## src/rtl/fft_peak_pkg.sv

```systemverilog
// Shared types and helpers for the FFT peak search block.
package fft_peak_pkg;

  localparam int DATA_W = 32;
  localparam int POS_W  = 8;

  typedef enum logic [1:0] {
    IDLE       = 2'd0,
    SEARCH     = 2'd1,
    WAIT_RIGHT = 2'd2
  } state_e;

  // Magnitude key of a float32 power value: negative values collapse to 0,
  // otherwise exponent+mantissa compare correctly as an unsigned integer
  // (Inf/NaN land above every finite value).
  function automatic logic [30:0] float_key(input logic [31:0] f);
    return f[31] ? 31'd0 : f[30:0];
  endfunction

endpackage

```

## src/rtl/float_mag_gt.sv

```systemverilog
// Combinational strict greater-than on float32 magnitude keys.
module float_mag_gt
  import fft_peak_pkg::*;
(
  input  logic [31:0] a_i,
  input  logic [31:0] b_i,
  output logic        gt_o
);

  // Strict compare keeps the first occurrence on ties.
  always_comb gt_o = float_key(a_i) > float_key(b_i);

endmodule

```

## src/rtl/fft_peak_search.sv

```systemverilog
// Per-frame maximum bin tracker with left/right neighbour capture.
// Optional threshold compare is enabled by defining PEAK_THRESHOLD_EN.
//
// state      | meaning
// -----------+-----------------------------------------------------
// IDLE       | no sample accepted yet in the current frame
// WAIT_RIGHT | current max has no right neighbour yet
// SEARCH     | max and both neighbours known; only a larger value moves it
module fft_peak_search
  import fft_peak_pkg::*;
#(
  parameter int DATA_W = fft_peak_pkg::DATA_W,
  parameter int POS_W  = fft_peak_pkg::POS_W
) (
  input  logic              clk,
  input  logic              rst,
  input  logic [DATA_W-1:0] s_data,
  input  logic              s_en,
  input  logic [POS_W-1:0]  s_position,
  input  logic              frame_end,
`ifdef PEAK_THRESHOLD_EN
  input  logic [DATA_W-1:0] peak_threshold,
  output logic              peak_found,
`endif
  output logic              peak_valid,
  output logic [DATA_W-1:0] peak_value,
  output logic [DATA_W-1:0] peak_left,
  output logic [DATA_W-1:0] peak_right,
  output logic [POS_W-1:0]  peak_position,
  output logic              peak_edge,
  output logic              peak_empty,
  output logic [POS_W:0]    sample_count
);

  localparam logic [POS_W:0] CNT_MAX = {1'b1, {POS_W{1'b0}}};

  state_e             state_q, state_d, nx_state;
  logic [DATA_W-1:0]  max_val_q, max_val_d, nx_max_val;
  logic [POS_W-1:0]   max_pos_q, max_pos_d, nx_max_pos;
  logic [DATA_W-1:0]  left_val_q, left_val_d, nx_left_val;
  logic [DATA_W-1:0]  right_val_q, right_val_d, nx_right_val;
  logic [DATA_W-1:0]  prev_val_q, prev_val_d, nx_prev_val;
  logic               left_miss_q, left_miss_d, nx_left_miss;
  logic [POS_W:0]     cnt_q, cnt_d, nx_cnt;

  logic               pk_valid_q, pk_valid_d;
  logic [DATA_W-1:0]  pk_value_q, pk_value_d;
  logic [DATA_W-1:0]  pk_left_q, pk_left_d;
  logic [DATA_W-1:0]  pk_right_q, pk_right_d;
  logic [POS_W-1:0]   pk_pos_q, pk_pos_d;
  logic               pk_edge_q, pk_edge_d;
  logic               pk_empty_q, pk_empty_d;
  logic [POS_W:0]     pk_cnt_q, pk_cnt_d;

  logic               new_max;
  logic               thr_gt;

  float_mag_gt u_max_gt (
    .a_i  (s_data),
    .b_i  (max_val_q),
    .gt_o (new_max)
  );

`ifdef PEAK_THRESHOLD_EN
  logic pk_found_q, pk_found_d;

  // Threshold is judged against the peak including any same-cycle sample.
  float_mag_gt u_thr_gt (
    .a_i  (nx_max_val),
    .b_i  (peak_threshold),
    .gt_o (thr_gt)
  );
`else
  assign thr_gt = 1'b0;
`endif

  // Frame tracking: fold the current sample (if any) into the running peak.
  always_comb begin
    nx_state     = state_q;
    nx_max_val   = max_val_q;
    nx_max_pos   = max_pos_q;
    nx_left_val  = left_val_q;
    nx_right_val = right_val_q;
    nx_prev_val  = prev_val_q;
    nx_left_miss = left_miss_q;
    nx_cnt       = cnt_q;
    if (s_en) begin
      nx_prev_val = s_data;
      if (cnt_q != CNT_MAX) nx_cnt = cnt_q + 1'b1;
      case (state_q)
        IDLE: begin
          nx_max_val   = s_data;
          nx_max_pos   = s_position;
          nx_left_val  = '0;
          nx_right_val = '0;
          nx_left_miss = 1'b1;
          nx_state     = WAIT_RIGHT;
        end
        WAIT_RIGHT: begin
          if (new_max) begin
            nx_max_val   = s_data;
            nx_max_pos   = s_position;
            nx_left_val  = prev_val_q;
            nx_left_miss = 1'b0;
          end else begin
            nx_right_val = s_data;
            nx_state     = SEARCH;
          end
        end
        SEARCH: begin
          if (new_max) begin
            nx_max_val   = s_data;
            nx_max_pos   = s_position;
            nx_left_val  = prev_val_q;
            nx_right_val = '0;
            nx_left_miss = 1'b0;
            nx_state     = WAIT_RIGHT;
          end
        end
        default: nx_state = IDLE;
      endcase
    end
  end

  // Register next-state: a frame end publishes the result and restarts tracking.
  always_comb begin
    state_d     = nx_state;
    max_val_d   = nx_max_val;
    max_pos_d   = nx_max_pos;
    left_val_d  = nx_left_val;
    right_val_d = nx_right_val;
    prev_val_d  = nx_prev_val;
    left_miss_d = nx_left_miss;
    cnt_d       = nx_cnt;
    pk_valid_d  = 1'b0;
    pk_value_d  = pk_value_q;
    pk_left_d   = pk_left_q;
    pk_right_d  = pk_right_q;
    pk_pos_d    = pk_pos_q;
    pk_edge_d   = pk_edge_q;
    pk_empty_d  = pk_empty_q;
    pk_cnt_d    = pk_cnt_q;
`ifdef PEAK_THRESHOLD_EN
    pk_found_d  = pk_found_q;
`endif
    if (frame_end) begin
      pk_valid_d = 1'b1;
      pk_cnt_d   = nx_cnt;
      if (nx_state == IDLE) begin
        pk_empty_d = 1'b1;
        pk_value_d = '0;
        pk_left_d  = '0;
        pk_right_d = '0;
        pk_pos_d   = '0;
        pk_edge_d  = 1'b0;
`ifdef PEAK_THRESHOLD_EN
        pk_found_d = 1'b0;
`endif
      end else begin
        pk_empty_d = 1'b0;
        pk_value_d = nx_max_val;
        pk_left_d  = nx_left_miss ? '0 : nx_left_val;
        pk_right_d = (nx_state == WAIT_RIGHT) ? '0 : nx_right_val;
        pk_pos_d   = nx_max_pos;
        pk_edge_d  = nx_left_miss || (nx_state == WAIT_RIGHT);
`ifdef PEAK_THRESHOLD_EN
        pk_found_d = thr_gt;
`endif
      end
      state_d     = IDLE;
      max_val_d   = '0;
      max_pos_d   = '0;
      left_val_d  = '0;
      right_val_d = '0;
      prev_val_d  = '0;
      left_miss_d = 1'b0;
      cnt_d       = '0;
    end
  end

  // State and result registers.
  always_ff @(posedge clk or posedge rst) begin
    if (rst) begin
      state_q     <= IDLE;
      max_val_q   <= '0;
      max_pos_q   <= '0;
      left_val_q  <= '0;
      right_val_q <= '0;
      prev_val_q  <= '0;
      left_miss_q <= 1'b0;
      cnt_q       <= '0;
      pk_valid_q  <= 1'b0;
      pk_value_q  <= '0;
      pk_left_q   <= '0;
      pk_right_q  <= '0;
      pk_pos_q    <= '0;
      pk_edge_q   <= 1'b0;
      pk_empty_q  <= 1'b0;
      pk_cnt_q    <= '0;
`ifdef PEAK_THRESHOLD_EN
      pk_found_q  <= 1'b0;
`endif
    end else begin
      state_q     <= state_d;
      max_val_q   <= max_val_d;
      max_pos_q   <= max_pos_d;
      left_val_q  <= left_val_d;
      right_val_q <= right_val_d;
      prev_val_q  <= prev_val_d;
      left_miss_q <= left_miss_d;
      cnt_q       <= cnt_d;
      pk_valid_q  <= pk_valid_d;
      pk_value_q  <= pk_value_d;
      pk_left_q   <= pk_left_d;
      pk_right_q  <= pk_right_d;
      pk_pos_q    <= pk_pos_d;
      pk_edge_q   <= pk_edge_d;
      pk_empty_q  <= pk_empty_d;
      pk_cnt_q    <= pk_cnt_d;
`ifdef PEAK_THRESHOLD_EN
      pk_found_q  <= pk_found_d;
`endif
    end
  end

  assign peak_valid    = pk_valid_q;
  assign peak_value    = pk_value_q;
  assign peak_left     = pk_left_q;
  assign peak_right    = pk_right_q;
  assign peak_position = pk_pos_q;
  assign peak_edge     = pk_edge_q;
  assign peak_empty    = pk_empty_q;
  assign sample_count  = pk_cnt_q;
`ifdef PEAK_THRESHOLD_EN
  assign peak_found    = pk_found_q;
`else
  logic unused_thr;
  assign unused_thr = thr_gt;
`endif

endmodule

```

## config.mk

```make
export PLATFORM = sky130hd
export DESIGN_NAME = fft_peak_search
export DESIGN_NICKNAME = d
export VERILOG_FILES = /design/src/rtl/fft_peak_pkg.sv /design/src/rtl/float_mag_gt.sv /design/src/rtl/fft_peak_search.sv
export SDC_FILE = /design/constraint.sdc
export NUM_CORES = 1
export LEC_CHECK = 0
export ABC_AREA = 0
export CAP_MARGIN = 20
export CELL_PAD_IN_SITES_DETAIL_PLACEMENT = 1
export CELL_PAD_IN_SITES_GLOBAL_PLACEMENT = 1
export CORE_MARGIN = 4
export CORE_UTILIZATION = 47
export DETAILED_ROUTE_END_ITERATION = 8
export PLACE_DENSITY = 0.84
export SLEW_MARGIN = 20
export SYNTH_ARGS = -nofsm -noshare
export SYNTH_HDL_FRONTEND = slang
export SYNTH_SLANG_ARGS = --single-unit
```

## constraint.sdc

```tcl
create_clock -name clk -period 24.1 [get_ports clk]
set_input_delay 4.82 -clock clk [delete_from_list [all_inputs] [get_ports clk]]
set_output_delay 4.82 -clock clk [all_outputs]
set_load 0.02 [all_outputs]
```

==> results of run 1 <==
## cells by family after synthesis
| family | count (synthesis) | share of synthesized area, % |
|---|---|---|
| compound gates | 302 | 21.46 |
| simple gates | 274 | 11.86 |
| flops | 264 | 56.10 |
| buf+inv | 92 | 3.251 |
| fa+ha+maj | 37 | 3.931 |
| mux | 33 | 2.805 |
| xor+xnor | 8 | 0.5950 |
## state kept, by name, indices dropped and copies added, names as in the netlist, 2 cells and up
signal         cells
peak_left         32
cnt_q              9
sample_count       9
max_pos_q          8
peak_value        32
state_q            2
peak_right        32
peak_position      8
max_val_q         32
prev_val_q        32
right_val_q       32
left_val_q        32
## per-stage QoR
stage / cells / setup WS [ns] / util, % / total power [W] / hold slack [ns]
after detailed placement: 1426 / 14.42 / 55.62 / 0.0006725 / 0.4723
final: 1477 / 14.86 / 59.67 / 0.001127 / 0.4933
after global placement: 1426 / 14.59 / 55.62 / 0.0006655 / 0.4701
after global routing: 1477 / 14.61 / 59.67 / 0.001169 / 0.5007
after CTS: 1476 / 14.87 / 59.57 / 0.001131 / 0.4969
after floorplan: 1010 / 12.01 / - / 0.0005962 / 0.4674
## cell type report
type	count	share of cell area [%]
Clock buffer	31	4.937
Multi-Input combinational cell	654	33.31
Timing Repair Buffer	176	11.75
Tap cell	324	2.777
Sequential cell	264	45.26
Inverter	9	0.2914
Clock inverter	19	1.680
## cell usage after synthesis, types with 11 or more instances
cell / count / area (um2)
a21oi_1: 22 / 110.1
a221o_1: 32 / 320.3
a22o_1: 73 / 639.4
a22oi_1: 65 / 488.0
and2_1: 35 / 219.0
buf_2: 12 / 60.06
clkbuf_1: 65 / 244.0
dfrtp_1: 264 / 6606
ha_1: 37 / 462.9
mux2i_1: 33 / 330.3
nand2_1: 11 / 41.29
nand2b_1: 34 / 212.7
nor2_1: 132 / 495.5
nor2b_1: 32 / 200.2
o2bb2ai_1: 73 / 639.4
## worst min-delay path by stage
stage / start / endpoint / slack (ns)
2_1_floorplan: right_val_q[0]$_DFF_PP0_ / right_val_q[0]$_DFF_PP0_ / 0.47
3_3_place_gp: peak_value[30]$_DFFE_PP0P_ / peak_value[30]$_DFFE_PP0P_ / 0.47
3_5_place_dp: peak_left[24]$_DFFE_PP0P_ / peak_left[24]$_DFFE_PP0P_ / 0.47
4_1_cts: peak_left[0]$_DFFE_PP0P_ / peak_left[0]$_DFFE_PP0P_ / 0.50
5_1_grt: peak_left[3]$_DFFE_PP0P_ / peak_left[3]$_DFFE_PP0P_ / 0.50
6_report: peak_left[6]$_DFFE_PP0P_ / peak_left[6]$_DFFE_PP0P_ / 0.49
## power groups by stage
stage | clock network, W | logic, W | registers [W]
global placement | 0 | 0.000173 | 0.000492
CTS | 0.000462 | 0.000183 | 0.000486
floorplan | 0 | 0.0000934 | 0.000503
global route | 0.000482 | 0.000198 | 0.000488
detailed placement | 0 | 0.000179 | 0.000493
finish | 0.000457 | 0.000184 | 0.000486
## layer usage
layer  GRT usage, %  wire length, um
met1          33.59            15090
met3          4.832             2000
met4          6.937              869
met2          44.09            18030
met5              0                0
## placed cells by master (no fill, tap or decap), types with 2 or more instances in the layout
master | synthesis | routed
a211oi_2 | 3 | 2
o2bb2ai_1 | 73 | 73
nor4b_1 | 2 | 2
bufinv_16 | 0 | 5
a211oi_1 | 4 | 4
a21oi_1 | 22 | 20
clkinv_2 | 0 | 7
buf_4 | 0 | 17
a21oi_4 | 0 | 2
nor2b_1 | 32 | 32
a221o_1 | 32 | 32
nand2_1 | 11 | 11
xnor2_1 | 2 | 2
mux2i_1 | 33 | 33
nor4_4 | 1 | 3
clkinvlp_4 | 0 | 4
a22o_1 | 73 | 73
o21ai_0 | 5 | 5
nand4_2 | 3 | 3
xor2_1 | 6 | 6
dfrtp_1 | 264 | 264
clkinv_4 | 0 | 2
inv_6 | 0 | 2
nand3_1 | 9 | 9
nor2_1 | 132 | 132
clkbuf_8 | 0 | 3
a21o_1 | 5 | 5
a22oi_1 | 65 | 65
a222oi_1 | 8 | 8
clkbuf_16 | 0 | 27
a221oi_2 | 2 | 2
ha_1 | 37 | 37
nand4_1 | 6 | 6
nand2b_1 | 34 | 33
inv_1 | 9 | 7
and2_1 | 35 | 35
clkdlybuf4s50_1 | 0 | 157
## critical path, delay by kind of cell
family | cells | cell delay (ns)
compound gates | 6 | 1.90
fa+ha+maj | 1 | 0.38
buf+inv | 4 | 1.64
simple gates | 3 | 0.83
==> results.toml, run 1 <==
[worst_setup_path]
slowest_stage = "a21o_1"
crit_path_end = "peak_left[15]$_DFFE_PP0P_"
startpoint = "s_data[31]"
crit_chain = "clkdlybuf4s50_1, buf_4, nor2b_1, ha_1, a211oi_2, a211oi_1, or3_1, or2_1, a21oi_4, buf_4, a21o_1, buf_4, a211o_4, o2bb2ai_1"
cpPeakStageDelay_ns = 0.61
crit_arrival_ns = 9.65
cp.required_ns = 24.51
end_kind = "flop"
r2r_slack_ns = 19.00
r2r-end = "peak_left[15]$_DFFE_PP0P_"
crit_type = "in -> reg"
critPathMaxFanout = 35
reg2regPathDepth = 12
reg2reg_from = "max_val_q[31]$_DFF_PP0_"
cp-start-kind = "primary input"
worst_path_most_repeated_cell = "buf_4"

[sta]
rsz0062_at_grt = "false"
period_needed_ns = 9.244
setup_viol_count_final = 0
post-route-period-util_pct = 38.36
fmax_mhz = 108.2
setup_tns_ns = 0
hold_viol = 0
skew_ns = 0.01282
drv_slew = 0
worst_slew_margin_rel_pct = 31.83
tightest_slew_ns = 1.023

[global_route]
grtUsageTotal_pct = 25.64
antenna_found_initial = 0
grt_pass1_wl_um = 58310
grt_max_degree = 133
grt-ovfl-total = 0
grt_pass1_vias = 10120

[final_layout]
area_delta_synth_final_pct = 23.96
final_layout_size_suffix_gt1_share_pct = 7.806
fillCellCount = 2479
fin_area_um2 = 14600
multi_input_area_um2 = 4862
antennaDiodeCount = 0
nNetsFinal = 1213
seqCellArea_um2 = 6606

[logic_synthesis]
async_flop_share_pct = 100.0
yosysUniqueCellTypes = 48
syn_area_per_cell_um2 = 11.66
synth_ff_type = "dfrtp_1"
syn_nets = 1091
seq_area_frac_synth_pct = 56.10
synth_cells = 1010
synth_edf_count = 0
yosysWarnings = 0
syn_area_um2 = 11780
ys_seq_elements = 264

[power_and_ir_drop]
swShare_pct = 28.56
pwr_density_cell_nw_per_um2 = 77.19
pwr-share-comb_pct = 16.3
leakage_nw = 6.461
irDropWorstVdd_mv = 0.04833
clkPwrFrac_pct = 40.6
switchingPower_w = 0.0003218
p_int_w = 0.0008050
p_seq_share_pct = 43.2

[clock_tree]
clockBufferDepth = 3
numCtsBuffers = 27
postCtsHoldBufs = 0
post_cts_buffers = 0
cts_root_buf = "clkbuf_16"
clock_sinks = 264
cts_tree = "built"
worstSkewPairLatency_ns = 0.55
cts_resized = 0
htree_levels = 1
clk_pin_slew_ns = 0.06

[place]
numPortBuffers = 159
dpl_cell_area_um2 = 13610
place_hpwl_um = 22080
place_congestion = 0.8295

[floorplan]
core_region_area_um2 = 24460
ios = 160
die_x_um = 166.3
initial_core_util_pct = 48.14
row_count = 57
die_area_um2 = 27650
die_y_um = 166.3

[flow_run]
max-cap-violations = 0

[hold_path]
hp-class = "reg -> reg"
hold_depth = 1

[detailed_routing]
wl_per_cell_um = 24.37
num_vias = 9138
drtPass1Iterations = 5
wl_um = 35990
remaining_drc_errors = 0
routed_via_density = 6.187
postRouteAntennaNets = 0
drt-initial-drc-count = 706

[outcome]
outcome = "finished clean"
(Power assumes the default switching activity.)
==> inputs of run 2 (changes only) <==
--- a/config.mk
+++ b/config.mk
@@ -10,9 +10,9 @@
 export CELL_PAD_IN_SITES_DETAIL_PLACEMENT = 1
 export CELL_PAD_IN_SITES_GLOBAL_PLACEMENT = 1
 export CORE_MARGIN = 4
-export CORE_UTILIZATION = 47
+export CORE_UTILIZATION = 44
 export DETAILED_ROUTE_END_ITERATION = 8
-export PLACE_DENSITY = 0.84
+export PLACE_DENSITY = 0.79
 export SLEW_MARGIN = 20
 export SYNTH_ARGS = -nofsm -noshare
 export SYNTH_HDL_FRONTEND = slang
==> constraint.sdc (replaced) <==
create_clock -name clk -period 8.8 [get_ports clk]
set_input_delay 1.76 -clock clk [delete_from_list [all_inputs] [get_ports clk]]
set_output_delay 1.76 -clock clk [all_outputs]
set_load 0.02 [all_outputs]
==> run 2 against run 1 <==
Effect of this change:
- critical path depth unchanged
- routed wire length shrank 6.7%
- hold slack got worse by 0.0029 ns
- clock skew rose by 0.0061 ns
- setup slack got worse by 12 ns
- die area grew 6.5%
- sequential share of layout area is 0.19 points higher
- critical endpoint is now peak_right[30]$_DFFE_PP0P_
- largest cell class unchanged
==> results.toml, run 2 (synthesis results as in run 1) <==
[global_route]
antenna_found_initial = 1
grt_max_degree = 188
grt_pass1_wl_um = 53400
grt_use_met2_pct = 38.54
use_met3_pct = 3.976
grtUsageTotal_pct = 22.66
grt-ovfl-total = 0
top_usage_layer = "met2"
grt_pass1_vias = 9433
use_met1_pct = 30.90

[final_layout]
final_cells = 1488
fillCellCount = 2702
antennaDiodeCount = 0
layout_commonest_cell = "dfrtp_1"
nNetsFinal = 1215
final_layout_size_suffix_gt1_share_pct = 7.459
fin_area_um2 = 14540
area_delta_synth_final_pct = 23.43
layout_common_cells = "dfrtp_1 (264), clkdlybuf4s50_1 (157), nor2_1 (132)"

[floorplan]
die_x_um = 171.6
die_y_um = 171.6
die_area_um2 = 29440
row_count = 59
ios = 160
core_region_area_um2 = 26210
initial_core_util_pct = 44.94

[outcome]
outcome = "finished clean"

[place]
dpl_cell_area_um2 = 13640
place_hpwl_um = 21240
numPortBuffers = 159
post-place-cells = 1438
place_congestion = 0.8013

[detailed_routing]
wl_um = 33570
drtPass1Iterations = 5
postRouteAntennaNets = 0
remaining_drc_errors = 0
num_vias = 8803
wl_per_cell_um = 22.56
routed_via_density = 5.916
drt-initial-drc-count = 570

[worst_setup_path]
cpPeakStageDelay_ns = 0.47
cp_top_family = "buffers and inverters"
cp_num_buf_inv = 4
worst_path_most_repeated_cell = "buf_4"
end_kind = "flop"
slowest_stage = "buf_4"
critPathMaxFanout = 41
crit_chain = "clkdlybuf4s50_1, buf_4, nor2b_1, ha_1, a211oi_2, a211oi_1, or3_1, or2_1, a21oi_4, buf_4, o21ai_1, a211oi_4, buf_4, a221o_1"
crit_type = "in -> reg"
crit_arrival_ns = 5.97
cp.required_ns = 9.27
cp-start-kind = "primary input"

[sta]
skew_ns = 0.01888
period_needed_ns = 5.498
drv_slew = 0
setup_tns_ns = 0
post-route-period-util_pct = 62.47
whs_ns = 0.4904
fmax_mhz = 181.9
tightest_slew_ns = 1.102
rsz0062_at_grt = "false"
hold_viol = 0
worst_slew_margin_rel_pct = 26.51
setup_viol_count_final = 0

[clock_tree]
worstSkewPairLatency_ns = 0.55
cts_root_buf = "clkbuf_16"
cts_resized = 0
cts_tree = "built"
clockBufferDepth = 3
htree_levels = 1
postCtsHoldBufs = 0
clk_pin_slew_ns = 0.06
clock_sinks = 264
post_cts_buffers = 0
numCtsBuffers = 28

[flow_run]
max-cap-violations = 0

[power_and_ir_drop]
irDropWorstVdd_mv = 0.1378
power_w = 0.002949
pwr_density_cell_nw_per_um2 = 202.9
leakage_nw = 6.435

[hold_path]
hp-class = "reg -> reg"
[run 2: cell types whose count changed in the layout (fill, tap and decap cells not counted), sizes merged]
cell	before	now
inv	10	7
buf	19	20
clkinvlp	4	2
bufinv	5	0
clkbuf	31	40
[run 2: through the flow]
stage               worst slack (ns)  utilization [%]
global placement               2.782            52.04
finish                         3.302            55.46
global route                   3.074            55.46
detailed placement             2.684            52.04
CTS                            3.224            55.39
floorplan                      3.556                -
[run 2: path summary, 6_finish.rpt]
| kind | from | end | slack, ns | cells after the start |
|---|---|---|---|---|
| setup reg to reg | max_val_q[31]$_DFF_PP0_ | peak_right[30]$_DFFE_PP0P_ | 4.45 | 12 |
| hold / removal | peak_value[19]$_DFFE_PP0P_ | peak_value[19]$_DFFE_PP0P_ | 0.49 | 1 |
| setup / recovery | s_data[31] | peak_right[30]$_DFFE_PP0P_ | 3.30 | 14 |
| hold reg to reg | peak_value[19]$_DFFE_PP0P_ | peak_value[19]$_DFFE_PP0P_ | 0.49 | 1 |
| max in group asynchronous | rst | prev_val_q[5]$_DFFE_PP0P_ | 5.83 | 3 |
| min in group asynchronous | rst | right_val_q[8]$_DFF_PP0_ | 1.57 | 2 |
[run 2: worst reg2reg max path, cell delays in order, from the launching register on]
cell,delay [ns]
dfrtp_1,0.88
nand2b_1,0.23
ha_1,0.28
a211oi_2,0.23
a211oi_1,0.10
or3_1,0.39
or2_1,0.32
a21oi_4,0.15
buf_4,0.47
o21ai_1,0.24
a211oi_4,0.27
buf_4,0.47
a221o_1,0.25
[run 2: layout make-up]
type | count | area (um2) | area share (%)
clock buffer | 40 | 827.0 | 5.690
clock inverter | 9 | 51.30 | 0.3529
inverter | 9 | 38.79 | 0.2669
multi-input combinational | 654 | 4853 | 33.39
sequential | 264 | 6606 | 45.45
tap | 335 | 419.2 | 2.884
timing repair buffer | 177 | 1739 | 11.97
[run 2: metal layers]
metal | vias up | part of all wire, %
li1 | 3985 | -
met1 | 4586 | 44
met2 | 202 | 50
met3 | 30 | 4.9
met4 | 0 | 1.2
met5 | - | 0
[run 2: power breakdown]
part           switching, W  total (W)  internal [W]
Sequential        0.0000485    0.00133       0.00128
Combinational      0.000307   0.000494      0.000187
Clock              0.000478    0.00113      0.000649
Total              0.000833    0.00295       0.00212
